File: config.mk
export PLATFORM = sky130hd
export DESIGN_NAME = mmio_uart_tx_flat
export DESIGN_NICKNAME = d
export VERILOG_FILES = /design/src/rtl/mmio_uart_tx_pkg.sv /design/src/rtl/mmio_uart_tx_if.sv /design/src/rtl/mmio_uart_tx_fifo.sv /design/src/rtl/mmio_uart_tx.sv /design/src/flat_wrapper.sv
export SDC_FILE = /design/constraint.sdc
export NUM_CORES = 1
export LEC_CHECK = 0
export ABC_AREA = 1
export CAP_MARGIN = 25
export CORE_ASPECT_RATIO = 0.7
export CORE_UTILIZATION = 40
export CTS_CLUSTER_DIAMETER = 50
export CTS_CLUSTER_SIZE = 30
export DETAILED_ROUTE_END_ITERATION = 8
export GPL_TIMING_DRIVEN = 0
export PLACE_DENSITY = 0.59
export SYNTH_ARGS = -nofsm -noshare
export SYNTH_HDL_FRONTEND = slang
export SYNTH_SLANG_ARGS = --single-unit
File: constraint.sdc
create_clock -name CLK -period 2.6 [get_ports CLK]
set_input_delay 0.52 -clock CLK [delete_from_list [all_inputs] [get_ports CLK]]
set_output_delay 0.52 -clock CLK [all_outputs]
set_load 0.1 [all_outputs]
File: src/rtl/mmio_uart_tx_pkg.sv
// mmio_uart_tx shared definitions.
// Register map, STATUS bit layout and TX FSM states.
package mmio_uart_tx_pkg;

    localparam logic [11:0] MMIO_BASE_HI = 12'h001;

    localparam logic [1:0] REG_TXDATA  = 2'd0;
    localparam logic [1:0] REG_STATUS  = 2'd1;
    localparam logic [1:0] REG_DIVISOR = 2'd2;

    localparam int ST_FULL  = 0;
    localparam int ST_EMPTY = 1;
    localparam int ST_BUSY  = 2;
    localparam int ST_OVF   = 3;
    localparam int ST_CNT   = 8;

    typedef enum logic [1:0] {
        S_IDLE,
        S_START,
        S_DATA,
        S_STOP
    } tx_state_e;

    // A divisor of 0 would stall the bit counter; run it as 1.
    function automatic logic [15:0] div_eff(input logic [15:0] d);
        return (d == 16'd0) ? 16'd1 : d;
    endfunction

endpackage

File: src/rtl/mmio_uart_tx_if.sv
// mmio_uart_tx data-memory port bundle.
// Core side drives address/strobes, the device returns RDATA.
interface mmio_uart_tx_if;

    logic [31:0] MADDR;
    logic [3:0]  DMWE;
    logic        DMRE;
    logic [31:0] WDATA;
    logic [31:0] RDATA;

    modport master (
        output MADDR,
        output DMWE,
        output DMRE,
        output WDATA,
        input  RDATA
    );

    modport slave (
        input  MADDR,
        input  DMWE,
        input  DMRE,
        input  WDATA,
        output RDATA
    );

endinterface

File: src/rtl/mmio_uart_tx_fifo.sv
// mmio_uart_tx byte FIFO.
// Push to a full FIFO is accepted only when a pop happens in the same cycle.
module mmio_uart_tx_fifo #(
    parameter  int WIDTH = 8,
    parameter  int DEPTH = 16,
    localparam int AW    = $clog2(DEPTH),
    localparam int CW    = AW + 1
) (
    input  logic             CLK,
    input  logic             RSTN,
    input  logic             push,
    input  logic             pop,
    input  logic [WIDTH-1:0] din,
    output logic [WIDTH-1:0] dout,
    output logic             full,
    output logic             empty,
    output logic [CW-1:0]    count
);

    logic [WIDTH-1:0] mem [DEPTH];
    logic [AW-1:0]    wp;
    logic [AW-1:0]    rp;
    logic             do_push;
    logic             do_pop;

    assign full    = (count == CW'(DEPTH));
    assign empty   = (count == '0);
    assign do_pop  = pop && !empty;
    assign do_push = push && (!full || do_pop);
    assign dout    = mem[rp];

    // Storage: no reset needed, validity is tracked by count.
    always_ff @(posedge CLK) begin
        if (do_push) begin
            mem[wp] <= din;
        end
    end

    // Pointers wrap naturally at the power-of-two depth.
    always_ff @(posedge CLK or negedge RSTN) begin
        if (!RSTN) begin
            wp    <= '0;
            rp    <= '0;
            count <= '0;
        end else begin
            if (do_push) begin
                wp <= wp + 1'b1;
            end
            if (do_pop) begin
                rp <= rp + 1'b1;
            end
            case ({do_push, do_pop})
                2'b10:   count <= count + 1'b1;
                2'b01:   count <= count - 1'b1;
                default: count <= count;
            endcase
        end
    end

endmodule

File: src/rtl/mmio_uart_tx.sv
// mmio_uart_tx: memory-mapped console transmitter.
// Store bytes are queued and sent 8N1, LSB first, on TXD.
module mmio_uart_tx
    import mmio_uart_tx_pkg::*;
#(
    parameter int          FIFO_DEPTH = 16,
    parameter logic [15:0] DIV_RESET  = 16'd434,
    parameter logic [11:0] BASE_HI    = MMIO_BASE_HI
) (
    input  logic          CLK,
    input  logic          RSTN,
    mmio_uart_tx_if.slave bus,
    output logic          TXD,
    output logic          TX_IRQ
);

    localparam int CW = $clog2(FIFO_DEPTH) + 1;

    logic          sel;
    logic [1:0]    reg_a;
    logic          wr_tx;
    logic          wr_div_lo;
    logic          wr_div_hi;
    logic          rd;
    logic          is_stat;
    logic          is_div;
    logic          pop;
    logic          full;
    logic          empty;
    logic [CW-1:0] count;
    logic [7:0]    fifo_q;
    logic [8:0]    cnt9;
    logic [7:0]    cnt8;
    logic          busy;
    logic          ovf;
    logic [15:0]   divisor;
    logic [31:0]   status;
    logic [31:0]   rd_val;

    tx_state_e   state;
    tx_state_e   state_n;
    logic [7:0]  shreg;
    logic [7:0]  shreg_n;
    logic [15:0] cnt;
    logic [15:0] cnt_n;
    logic [2:0]  bidx;
    logic [2:0]  bidx_n;
    logic [15:0] div_lat;
    logic [15:0] div_lat_n;
    logic        tick;

    logic unused;
    assign unused = ^{bus.MADDR[19:2], bus.DMWE[3:2], bus.WDATA[31:16]};

    assign sel       = (bus.MADDR[31:20] == BASE_HI);
    assign reg_a     = bus.MADDR[1:0];
    assign is_stat   = (reg_a == REG_STATUS);
    assign is_div    = (reg_a == REG_DIVISOR);
    assign wr_tx     = sel && bus.DMWE[0] && (reg_a == REG_TXDATA);
    assign wr_div_lo = sel && bus.DMWE[0] && is_div;
    assign wr_div_hi = sel && bus.DMWE[1] && is_div;
    assign rd        = sel && bus.DMRE;

    assign busy   = (state != S_IDLE);
    assign TX_IRQ = empty && !busy;
    assign tick   = (cnt == 16'd1);

    mmio_uart_tx_fifo #(
        .WIDTH (8),
        .DEPTH (FIFO_DEPTH)
    ) u_fifo (
        .CLK   (CLK),
        .RSTN  (RSTN),
        .push  (wr_tx),
        .pop   (pop),
        .din   (bus.WDATA[7:0]),
        .dout  (fifo_q),
        .full  (full),
        .empty (empty),
        .count (count)
    );

    // STATUS image; a count of 256 saturates the 8-bit field.
    always_comb begin
        status             = '0;
        cnt9               = 9'(count);
        cnt8               = cnt9[8] ? 8'hFF : cnt9[7:0];
        status[ST_FULL]    = full;
        status[ST_EMPTY]   = empty;
        status[ST_BUSY]    = busy;
        status[ST_OVF]     = ovf;
        status[ST_CNT +: 8] = cnt8;
    end

    // Read mux; TXDATA and the reserved slot read as zero.
    always_comb begin
        rd_val = '0;
        unique case (1'b1)
            is_stat: rd_val = status;
            is_div:  rd_val = {16'h0, divisor};
            default: rd_val = '0;
        endcase
    end

    // Registered read data, zero on any cycle without a selected load.
    always_ff @(posedge CLK or negedge RSTN) begin
        if (!RSTN) begin
            bus.RDATA <= '0;
        end else begin
            bus.RDATA <= rd ? rd_val : '0;
        end
    end

    // Sticky overflow, cleared by the same edge that captures STATUS.
    always_ff @(posedge CLK or negedge RSTN) begin
        if (!RSTN) begin
            ovf <= 1'b0;
        end else if (wr_tx && full && !pop) begin
            ovf <= 1'b1;
        end else if (rd && is_stat) begin
            ovf <= 1'b0;
        end
    end

    // Baud divisor, byte-lane writable.
    always_ff @(posedge CLK or negedge RSTN) begin
        if (!RSTN) begin
            divisor <= DIV_RESET;
        end else begin
            if (wr_div_lo) begin
                divisor[7:0] <= bus.WDATA[7:0];
            end
            if (wr_div_hi) begin
                divisor[15:8] <= bus.WDATA[15:8];
            end
        end
    end

    // TX state register.
    always_ff @(posedge CLK or negedge RSTN) begin
        if (!RSTN) begin
            state   <= S_IDLE;
            shreg   <= '0;
            cnt     <= 16'd1;
            bidx    <= '0;
            div_lat <= div_eff(DIV_RESET);
        end else begin
            state   <= state_n;
            shreg   <= shreg_n;
            cnt     <= cnt_n;
            bidx    <= bidx_n;
            div_lat <= div_lat_n;
        end
    end

    // TX next state, FIFO pop and line level.
    always_comb begin
        state_n   = state;
        shreg_n   = shreg;
        cnt_n     = cnt;
        bidx_n    = bidx;
        div_lat_n = div_lat;
        pop       = 1'b0;
        TXD       = 1'b1;
        case (state)
            S_IDLE: begin
                if (!empty) begin
                    pop       = 1'b1;
                    shreg_n   = fifo_q;
                    div_lat_n = div_eff(divisor);
                    cnt_n     = div_eff(divisor);
                    bidx_n    = '0;
                    state_n   = S_START;
                end
            end
            S_START: begin
                TXD = 1'b0;
                if (tick) begin
                    cnt_n   = div_lat;
                    state_n = S_DATA;
                end else begin
                    cnt_n = cnt - 16'd1;
                end
            end
            S_DATA: begin
                TXD = shreg[0];
                if (tick) begin
                    cnt_n   = div_lat;
                    shreg_n = {1'b0, shreg[7:1]};
                    bidx_n  = bidx + 3'd1;
                    if (bidx == 3'd7) begin
                        state_n = S_STOP;
                    end
                end else begin
                    cnt_n = cnt - 16'd1;
                end
            end
            S_STOP: begin
                if (tick) begin
                    state_n = S_IDLE;
                end else begin
                    cnt_n = cnt - 16'd1;
                end
            end
            default: state_n = S_IDLE;
        endcase
    end

endmodule

File: src/flat_wrapper.sv
// flat-port wrapper written by rule: the top's interface ports become plain ports
module mmio_uart_tx_flat import mmio_uart_tx_pkg::*;
#(
    parameter int          FIFO_DEPTH = 16,
    parameter logic [15:0] DIV_RESET  = 16'd434,
    parameter logic [11:0] BASE_HI    = MMIO_BASE_HI
)
  (CLK, RSTN, TXD, TX_IRQ, bus_MADDR, bus_DMWE, bus_DMRE, bus_WDATA, bus_RDATA);
  mmio_uart_tx_if bus_i ();
  input  logic CLK;
  input  logic RSTN;
  output logic TXD;
  output logic TX_IRQ;
  input wire logic [$bits(bus_i.MADDR)-1:0] bus_MADDR;
  input wire logic [$bits(bus_i.DMWE)-1:0] bus_DMWE;
  input wire logic [$bits(bus_i.DMRE)-1:0] bus_DMRE;
  input wire logic [$bits(bus_i.WDATA)-1:0] bus_WDATA;
  output wire logic [$bits(bus_i.RDATA)-1:0] bus_RDATA;
  assign bus_i.MADDR = bus_MADDR;
  assign bus_i.DMWE = bus_DMWE;
  assign bus_i.DMRE = bus_DMRE;
  assign bus_i.WDATA = bus_WDATA;
  assign bus_RDATA = bus_i.RDATA;
  mmio_uart_tx #(.FIFO_DEPTH(FIFO_DEPTH), .DIV_RESET(DIV_RESET), .BASE_HI(BASE_HI)) u_core (.CLK(CLK), .RSTN(RSTN), .bus(bus_i), .TXD(TXD), .TX_IRQ(TX_IRQ));
endmodule
==> results.cfg, run 1 <==
[power_and_ir_drop]
clockPowerShare = 0.258
worst_ir_drop_vdd_mv = 0.4741
leakage_nw = 4.988
p_seq_frac = 0.354
cellPowerDensity_nw_per_um2 = 992.5
p_sw_frac = 0.4115
p_switching_mw = 4.974
p_int_mw = 7.114
combPwrFrac = 0.388

[sta]
setup_tns_ns = 0
period_share = 0.9797
period_needed_ns = 2.547
skew_ns = 0.03991
whs_ns = 0.4549
max_slew_margin = 0.3167
finalSetupViolations = 0
hold_viol = 0
fmax_ghz = 0.3926
worst_pin_slew_ns = 1.022
drv_slew = 0
rsz0062_at_grt = true

[placed_design]
gp_congestion = 0.9629
portBuffers = 52
dp_hpwl_um = 18870

[floorplanning]
die_h_um = 136.1
fp.dieArea_um2 = 26360
rows = 48
ios = 105
initial_utilization = 0.4124
die_w_um = 193.6
core_area_um2 = 24920

[global_routing]
grt_max_degree = 70
antenna_found_initial = 0
grt_pass1_wl_um = 41360
grt_usage = 0.2066
grt_pass1_vias = 7323
grt-ovfl-total = 0

[synthesis]
synth_edf_count = 128
synth_top_area_frac = 0.3739
synthTopCellsByCount = nand2_1, nor2_1, edfxtp_1, o21ai_0
yosys_warnings = 0
synthFlopType = edfxtp_1
syn_area_um2 = 10280
ys_ff_latch = 219
synth.top_cells.by_area = edfxtp_1, dfrtp_1, nand2_1
ys_seq_area_frac = 0.5968
synth.distinct_cells = 39
syn_avg_cell_area_um2 = 9.440
synth_most_common_cell = nand2_1
synth-async-reset-ratio = 0.4155
synth_area_leader_cell = edfxtp_1
postSynthCellCount = 1089

[clock_tree]
path_clk_slew_ns = 0.08
cts.sinks = 219
cts.path.max_buffers = 3
root_buffer = clkbuf_16
cts_tree = done
cts_made_buffers = 20
clock_latency_ns = 0.53
cts_htree_levels = 1

[cells_and_area]
layout-drive-gt1-share = 0.1267
fillers = 2339
fin_nets = 1276
syn2layout_area_growth_pct = 18.48
final_core_util = 0.4887

[worst_setup_path]
cp.arrival_ns = 2.03
cp-start-kind = register
slowest_delay_ns = 1.16
worstPathRequired_ns = 2.08
crit_family = buffers and inverters
crit_fanout = 1
critical_path_buf_inv_count = 1
worstSetupEndpointType = primary output
critPathKind = register to primary output
path_cells = clkdlybuf4s50_1
slowest_stage = clkdlybuf4s50_1

[drt]
firstDrtPassIters = 6
drc = 0
routed_wl_um = 26620
vias = 7912
drt_iter0_markers = 677
antenna_left = 0
wl_per_cell_um = 17.44
avgViaCountPerCell = 5.185

[status]
status = completed

[job]
maxCapViolCount = 0

[min_path]
hold_path.class = input pin to async pin
through the flow:
stage | total power [mW] | cell area [um2] | setup WS (ns) | std cells
after detailed placement | 8.882 | 11340 | -0.8058 | 1482
final | 12.09 | 12180 | 0.05286 | 1526
after global routing | 12.89 | 12180 | -0.1280 | 1525
after floorplan | 7.557 | 10390 | -0.04908 | 1104
after global placement | 8.829 | 11310 | -2.670 | 1481
after CTS | 12.04 | 12100 | 0.01208 | 1524
repair_timing:
| item | 4_1_cts | 5_1_grt |
|---|---|---|
| buffers inserted | 5 | 1 |
| hold buffers | 1 | 0 |
| endpoints found under the hold margin | 21 | 0 |
| setup endpoints to repair | 134 | 70 |
| pin swaps | 2 | 0 |
| resized for setup | 18 | 23 |
power by group through the flow:
stage / sequential, mW / combinational, mW / clock (mW)
finish: 4.28 / 4.69 / 3.12
global route: 4.32 / 5.26 / 3.31
CTS: 4.27 / 4.59 / 3.17
detailed placement: 4.34 / 4.54 / 0
global placement: 4.34 / 4.49 / 0
floorplan: 4.27 / 3.29 / 0
kinds of logic after synthesis:
family / Yosys count / share of synthesized area
other: 1 / 0.0003648
and+or+nand+nor: 512 / 0.2078
AOI/OAI and AO/OA: 165 / 0.08824
DFF: 219 / 0.5968
xor gates and xnor gates: 20 / 0.01704
adders and majority gates: 19 / 0.02313
buffers and inverters: 153 / 0.06670
state kept, by name (all words and copies together) (netlist names):
signal and cells:
u_core.ovf 1, u_core.bidx 3, u_core.u_fifo.count 5, u_core.u_fifo.wp 4
u_core.bus.RDATA 16, u_core.divisor 16, u_core.div_lat 16, u_core.shreg 8
u_core.u_fifo.rp 4, u_core.cnt 16, u_core.state 2, u_core.u_fifo.mem 128
worst paths after layout:
| kind | slack, ns | cells after the start | endpoint | start |
|---|---|---|---|---|
| setup / recovery | 0.05 | 1 | bus_RDATA[14] | u_core.bus.RDATA[14] |
| hold / removal | 0.45 | 2 | u_core.u_fifo.rp[3] | RSTN |
| setup reg to reg | 0.06 | 15 | u_core.u_fifo.count[4] | u_core.u_fifo.count[0] |
| hold reg to reg | 0.48 | 2 | u_core.div_lat[0] | u_core.div_lat[0] |
| max in group asynchronous | 1.44 | 3 | u_core.divisor[8] | RSTN |
| min in group CLK | 0.48 | 2 | u_core.div_lat[0] | u_core.div_lat[0] |
final cells by class:
type                            count  area [um2]  area share
Antenna cell                        1       2.502   0.0002055
Buffer                             60       351.6     0.02887
Clock buffer                       20       500.5     0.04109
Clock inverter                     16       201.4     0.01654
Inverter                           93       357.8     0.02938
Multi-Input combinational cell    732        3625      0.2976
Sequential cell                   219        6135      0.5037
Tap cell                          325       406.6     0.03339
Timing Repair Buffer               60       599.3     0.04921
cell usage in the layout, fill, tap and decap left out, types with 8 or more instances in the layout:
cell type,instances
nor2_2,21
clkdlybuf4s50_1,49
edfxtp_1,128
dfstp_2,11
inv_1,85
clkbuf_1,15
nand3_1,86
buf_2,21
xnor2_1,8
clkbuf_16,20
o21ai_0,108
ha_1,17
buf_4,25
nand2_1,209
xor2_1,11
o211ai_1,14
conb_1,16
a21oi_1,24
nor2_1,167
nand2_2,8
dfrtp_1,80
per-layer routing:
layer  up-vias  wire, um  track usage
li1       3783         -            -
met1      3796     13330       0.3240
met2       301     10480       0.2876
met3        32      2417      0.04986
met4         0       389      0.03422
met5         -         0            0
Note: power is estimated with default switching activity, not from simulation.
==> inputs of run 2 (changes only) <==
- ABC_AREA: 1 -> unset
- PLACE_DENSITY: 0.59 -> 0.57
- clock period: 2.6 -> 2.47 ns (I/O delays scaled with it)
==> run 2 against run 1 <==
Net effect: power increased by 7.8%; worst setup slack worse by 0.17 ns; the run now ends with setup timing left; area after synthesis shrank 4.4%; design area increased by 0.25%; register-to-register slack got worse by 0.18 ns; critical path type is now register to register.
==> results.cfg, run 2 <==
[drt]
drc = 0
vias = 6511
avgViaCountPerCell = 5.579
antenna_left = 0
routed_wl_um = 24760
firstDrtPassIters = 5
wl_per_cell_um = 21.22
drt_iter0_markers = 517

[cells_and_area]
fin_nets = 927
final_area_um2 = 12210
fillers = 2085
num_antenna_cells = 0
final_cell_mix = edfxtp_1, dfrtp_1, nand2_1
layout_commonest_cell = edfxtp_1
largest_register_ffs = 128
layout-drive-gt1-share = 0.2933
top_register = u_core.u_fifo.mem
syn2layout_area_growth_pct = 24.23

[job]
maxCapViolCount = 0

[placed_design]
placed_cell_area_um2 = 10930
dp_hpwl_um = 16900
gp_congestion = 0.8706
portBuffers = 52

[floorplanning]
die_w_um = 189.4
die_h_um = 133.1
fp.dieArea_um2 = 25210
initial_utilization = 0.4116
ios = 105
core_area_um2 = 23880
rows = 47

[sta]
skew_ns = 0.02779
period_share = 1.049
max_slew_margin = 0.3502
fmax_ghz = 0.3859
worst_pin_slew_ns = 0.9786
drv_slew = 0
finalSetupViolations = 20
timing.final.ws_setup_ns = -0.1213
hold_viol = 0
whs_ns = 0.4617
rsz0062_at_grt = true
period_needed_ns = 2.591

[clock_tree]
cts.path.max_buffers = 3
cts_made_buffers = 19
clock_latency_ns = 0.51
cts.sinks = 219
cts_htree_levels = 1
cts_tree = done
path_clk_slew_ns = 0.07
root_buffer = clkbuf_16

[synthesis]
syn_avg_cell_area_um2 = 13.69
ys_ff_latch = 219
synth_top_area_frac = 0.3911
ys_seq_area_frac = 0.6242
synth.top_cells.by_area = edfxtp_1, dfrtp_1, mux4_2
postSynthCellCount = 718
yosys_warnings = 0
synthFlopType = edfxtp_1
synthTopCellsByCount = edfxtp_1, dfrtp_1, nand2_1, nor2_1, mux4_2
syn_area_um2 = 9828
synth_area_leader_cell = edfxtp_1
synth_edf_count = 128
synth.distinct_cells = 61
synth-async-reset-ratio = 0.4155
synth_most_common_cell = edfxtp_1

[worst_setup_path]
path_cells = ha_2 -> or4b_4 -> buf_6 -> nor4_4 -> buf_4 -> a21o_4 -> buf_6 -> nor4_1 -> a311o_1
worstPathRequired_ns = 2.84
slowest_stage = dfstp_2
slowest_delay_ns = 0.54
cp.arrival_ns = 2.96
critPathKind = register to register
worstSetupEndpointType = register
cp_common_cell = buf_6
reg2reg_setup_slack_ns = -0.12
cp-start-kind = register
crit_family = simple AND/OR/NAND/NOR gates
critical_path_buf_inv_count = 3
crit_fanout = 5

[power_and_ir_drop]
worst_ir_drop_vdd_mv = 0.4746
leakage_nw = 4.757
p_total_mw = 13.03
cellPowerDensity_nw_per_um2 = 1068

[status]
status = complete, but fails checks
violations = setup timing

[global_routing]
grt-busiest-layer = met1
grt_max_degree = 71
grt_usage = 0.1986
antenna_found_initial = 0
grt_use_met2 = 0.2929
use_met1 = 0.3015
gr-usage-met3 = 0.04478
grt_pass1_wl_um = 37960
grt-ovfl-total = 0
grt_pass1_vias = 6479

[min_path]
hold_path.class = input pin to async pin
[run 2: cell count changes in the layout (fill, tap and decap cells not counted), moves of 23 or more]
cell,delta
inv_1,-75
nand3_1,-80
o21ai_0,-99
buf_4,+23
nand2_1,-140
mux4_2,+32
nor2_1,-137
[run 2: report_power, final]
group	internal (mW)	switching, mW
logic	2.31	3.07
clock network	1.68	1.42
registers	4.20	0.365
[run 2: final timing paths]
path / endpoint / start / cells past startpoint
worst max-delay path: u_core.cnt[11] / u_core.cnt[0] / 9
worst min-delay path: u_core.shreg[6] / RSTN / 2
worst max register to register: u_core.cnt[11] / u_core.cnt[0] / 9
worst min register to register: u_core.div_lat[8] / u_core.div_lat[8] / 2
max in group asynchronous: u_core.divisor[1] / RSTN / 3
min in group CLK: u_core.div_lat[8] / u_core.div_lat[8] / 2
[run 2: kinds of logic after synthesis]
kind of cell,count (synthesis),share of synthesized area
flip-flops,219,0.6242
buffers and inverters,71,0.03590
AND/OR/NAND/NOR,198,0.09892
AO/OA/AOI/OAI,130,0.09332
adder cells (fa/ha/maj),19,0.02419
XOR/XNOR,20,0.01782
other,1,0.0003816
multiplexers,60,0.1053
[run 2: worst register-to-register path: stages, from the launching register on]
cell and delay (ns):
dfstp_2 0.54, ha_2 0.15, or4b_4 0.48, buf_6 0.14, nor4_4 0.31, buf_4 0.18, a21o_4 0.15, buf_6 0.14
nor4_1 0.06, a311o_1 0.32
[run 2: timing repair]
action / CTS / global route
setup buffers: 23 / 12
endpoints found under the hold margin: 19 / 0
gates resized for setup: 73 / 81
pin swaps: 16 / 24
hold buffers: 1 / 0
endpoints found under the setup margin: 179 / 128
gates cloned: 0 / 3
[run 2: final cells by class]
type / instances / area, um2 / share of cell area
Clock buffer: 23 / 490.5 / 0.04017
Inverter: 15 / 68.82 / 0.005636
Buffer: 47 / 327.8 / 0.02685
Clock inverter: 10 / 143.9 / 0.01179
Sequential cell: 219 / 6141 / 0.5030
Multi-Input combinational cell: 443 / 3745 / 0.3067
Tap cell: 318 / 397.9 / 0.03259
Timing Repair Buffer: 92 / 894.6 / 0.07327
[run 2: layer usage]
layer / vias to the layer above / part of all wire
met5: - / 0
li1: 2908 / -
met1: 3368 / 0.48
met4: 0 / 0.015
met2: 206 / 0.44
met3: 29 / 0.073
[run 2: stage by stage]
step | util | cells | setup WS [ns] | setup TNS [ns]
3_3_place_gp | 0.4568 | 1103 | -2.501 | -296.58
2_1_floorplan | - | 733 | -0.2838 | -0.5760
6_report | 0.5114 | 1167 | -0.1213 | -1.127
4_1_cts | 0.4954 | 1153 | -0.06920 | -0.3971
5_1_grt | 0.5114 | 1167 | -0.1977 | -2.926
3_5_place_dp | 0.4579 | 1104 | -1.058 | -92.32
==> inputs of run 3 (changes only) <==
- SETUP_SLACK_MARGIN: unset -> 0.02
==> run 3 against run 2 <==
Net effect: the run still ends with setup timing left; die area did not move; combinational power rose by 5.0%; non-clock buffer count rose by 4; clock power barely moved; sequential share of layout area fell by 0.36 points; maximum frequency fell by 1.1%; hold slack improved by 0.0045 ns; design area rose by 0.72%; final cell count rose by 0.34%; largest cell class unchanged; highest routed layer unchanged.
==> results.cfg, run 3 (same netlist as run 2, synthesis figures left out) <==
[sta]
fmax_ghz = 0.3815
hold_viol = 0
worst_pin_slew_ns = 0.9788
max_slew_margin = 0.3501
whs_ns = 0.4662
finalSetupViolations = 22
timing.final.ws_setup_ns = -0.1510
rsz0062_at_grt = true
drv_slew = 0
period_needed_ns = 2.621
skew_ns = 0.03046
period_share = 1.061

[power_and_ir_drop]
leakage_nw = 4.795
cellPowerDensity_nw_per_um2 = 1079
p_total_mw = 13.27
worst_ir_drop_vdd_mv = 0.4782

[placed_design]
gp_congestion = 0.8706
portBuffers = 52
dpl.cell_count = 1104
placed_cell_area_um2 = 10930
dp_hpwl_um = 16900

[cells_and_area]
layout-drive-gt1-share = 0.3072
fillers = 2070
final_cell_mix = edfxtp_1, dfrtp_1, nand2_1
largest_register_ffs = 128
final_area_um2 = 12300
layout_commonest_cell = edfxtp_1
final_core_util = 0.5150
fin_nets = 931
syn2layout_area_growth_pct = 25.12
num_antenna_cells = 0
seq_area_um2 = 6141
top_register = u_core.u_fifo.mem
fin_cells = 1171
multiInputGateArea_um2 = 3794

[floorplanning]
ios = 105
die_w_um = 189.4
initial_utilization = 0.4116
rows = 47
die_h_um = 133.1
fp.dieArea_um2 = 25210
core_area_um2 = 23880

[drt]
avgViaCountPerCell = 5.572
vias = 6525
wl_per_cell_um = 21.21
drc = 0
drt_iter0_markers = 577
routed_wl_um = 24840
antenna_left = 0
firstDrtPassIters = 5

[global_routing]
grt_usage = 0.2008
grt-ovfl-total = 0
antenna_found_initial = 0
grt_pass1_vias = 6550
grt_max_degree = 71
grt_pass1_wl_um = 38470

[worst_setup_path]
cp-start-kind = register
crit_fanout = 5
r2r-end = u_core.cnt[7]
reg2reg_setup_slack_ns = -0.15
worst_r2r_path_depth = 7
critPathKind = register to register
worstPathRequired_ns = 2.83
crit_path_start = u_core.cnt[0]
critical_path_buf_inv_count = 1
path_cells = ha_2 -> or4b_4 -> or4_4 -> buf_12 -> mux2_4 -> a221oi_2 -> o31ai_1
crit_cells = 7
crit_path_end = u_core.cnt[7]
slowest_stage = or4_4
worstSetupEndpointType = register
cp.arrival_ns = 2.98
slowest_delay_ns = 0.55
r2r-start = u_core.cnt[0]
crit_family = simple AND/OR/NAND/NOR gates

[clock_tree]
cts_tree = done
path_clk_slew_ns = 0.07
cts.path.max_buffers = 3
cts_made_buffers = 19
root_buffer = clkbuf_16
clock_latency_ns = 0.51
cts_htree_levels = 1
cts.sinks = 219

[status]
violations = setup timing
status = complete, but fails checks

[job]
maxCapViolCount = 0

[min_path]
hold_path.class = input pin to async pin
[run 3: changes by cell type in the layout (fill, tap and decap cells not counted), moves of 2 or more]
cell / before / now
a221oi_1: 3 / 0
o21ai_1: 3 / 5
buf_12: 3 / 5
and3_1: 7 / 4
nor2_2: 4 / 6
clkbuf_2: 0 / 2
buf_8: 4 / 2
buf_4: 48 / 51
a221oi_2: 3 / 6
and3_2: 0 / 3
nor2_1: 30 / 27
o21ai_0: 9 / 7
[run 3: worst min path at each step]
stage / cells past startpoint / slack [ns] / endpoint
2_1_floorplan: 0 / 0.20 / u_core.bidx[0]
3_3_place_gp: 2 / 0.45 / u_core.div_lat[5]
3_5_place_dp: 1 / 0.42 / u_core.bidx[1]
4_1_cts: 2 / 0.46 / u_core.shreg[1]
5_1_grt: 2 / 0.46 / u_core.div_lat[15]
6_report: 2 / 0.47 / u_core.cnt[14]
[run 3: cell type report]
type | instances | share of cell area
Clock buffer | 23 | 0.03989
Timing Repair Buffer | 95 | 0.07591
Buffer | 48 | 0.02666
Sequential cell | 219 | 0.4994
Clock inverter | 10 | 0.01170
Multi-Input combinational cell | 443 | 0.3085
Tap cell | 318 | 0.03236
Inverter | 15 | 0.005596
[run 3: worst reg2reg max path, stage by stage (launching register included)]
cell,delay (ns)
dfstp_2,0.54
ha_2,0.15
or4b_4,0.46
or4_4,0.55
buf_12,0.18
mux2_4,0.30
a221oi_2,0.22
o31ai_1,0.09
[run 3: through the flow]
| step | setup TNS (ns) | worst slack, ns |
|---|---|---|
| 6_report | -2.134 | -0.1510 |
| 5_1_grt | -3.687 | -0.2447 |
| 4_1_cts | -1.206 | -0.1341 |
| 3_5_place_dp | -92.32 | -1.058 |
| 3_3_place_gp | -296.58 | -2.501 |
| 2_1_floorplan | -0.5760 | -0.2838 |
[run 3: repair_timing]
item	4_1_cts	5_1_grt
resized for setup	121	51
pin swaps	35	30
endpoints found under the setup margin	179	117
buffers inserted	27	14
endpoints found under the hold margin	19	0
hold buffers	1	0
gates cloned	3	1
[run 3: report_power, final]
part | total (mW) | switching [mW] | leakage [nW] | internal (mW)
combinational | 5.65 | 3.17 | 2.19 | 2.47
clock | 3.09 | 1.41 | 0.304 | 1.68
sequential | 4.53 | 0.333 | 2.30 | 4.20
total | 13.3 | 4.91 | 4.79 | 8.35
[run 3: layer usage]
| metal | wire, um | track usage | vias up |
|---|---|---|---|
| met1 | 11820 | 0.3022 | 3362 |
| met3 | 1850 | 0.04874 | 31 |
| met2 | 10830 | 0.2970 | 216 |
| met4 | 338 | 0.03763 | 0 |
| met5 | 0 | 0 | - |
| li1 | - | - | 2916 |
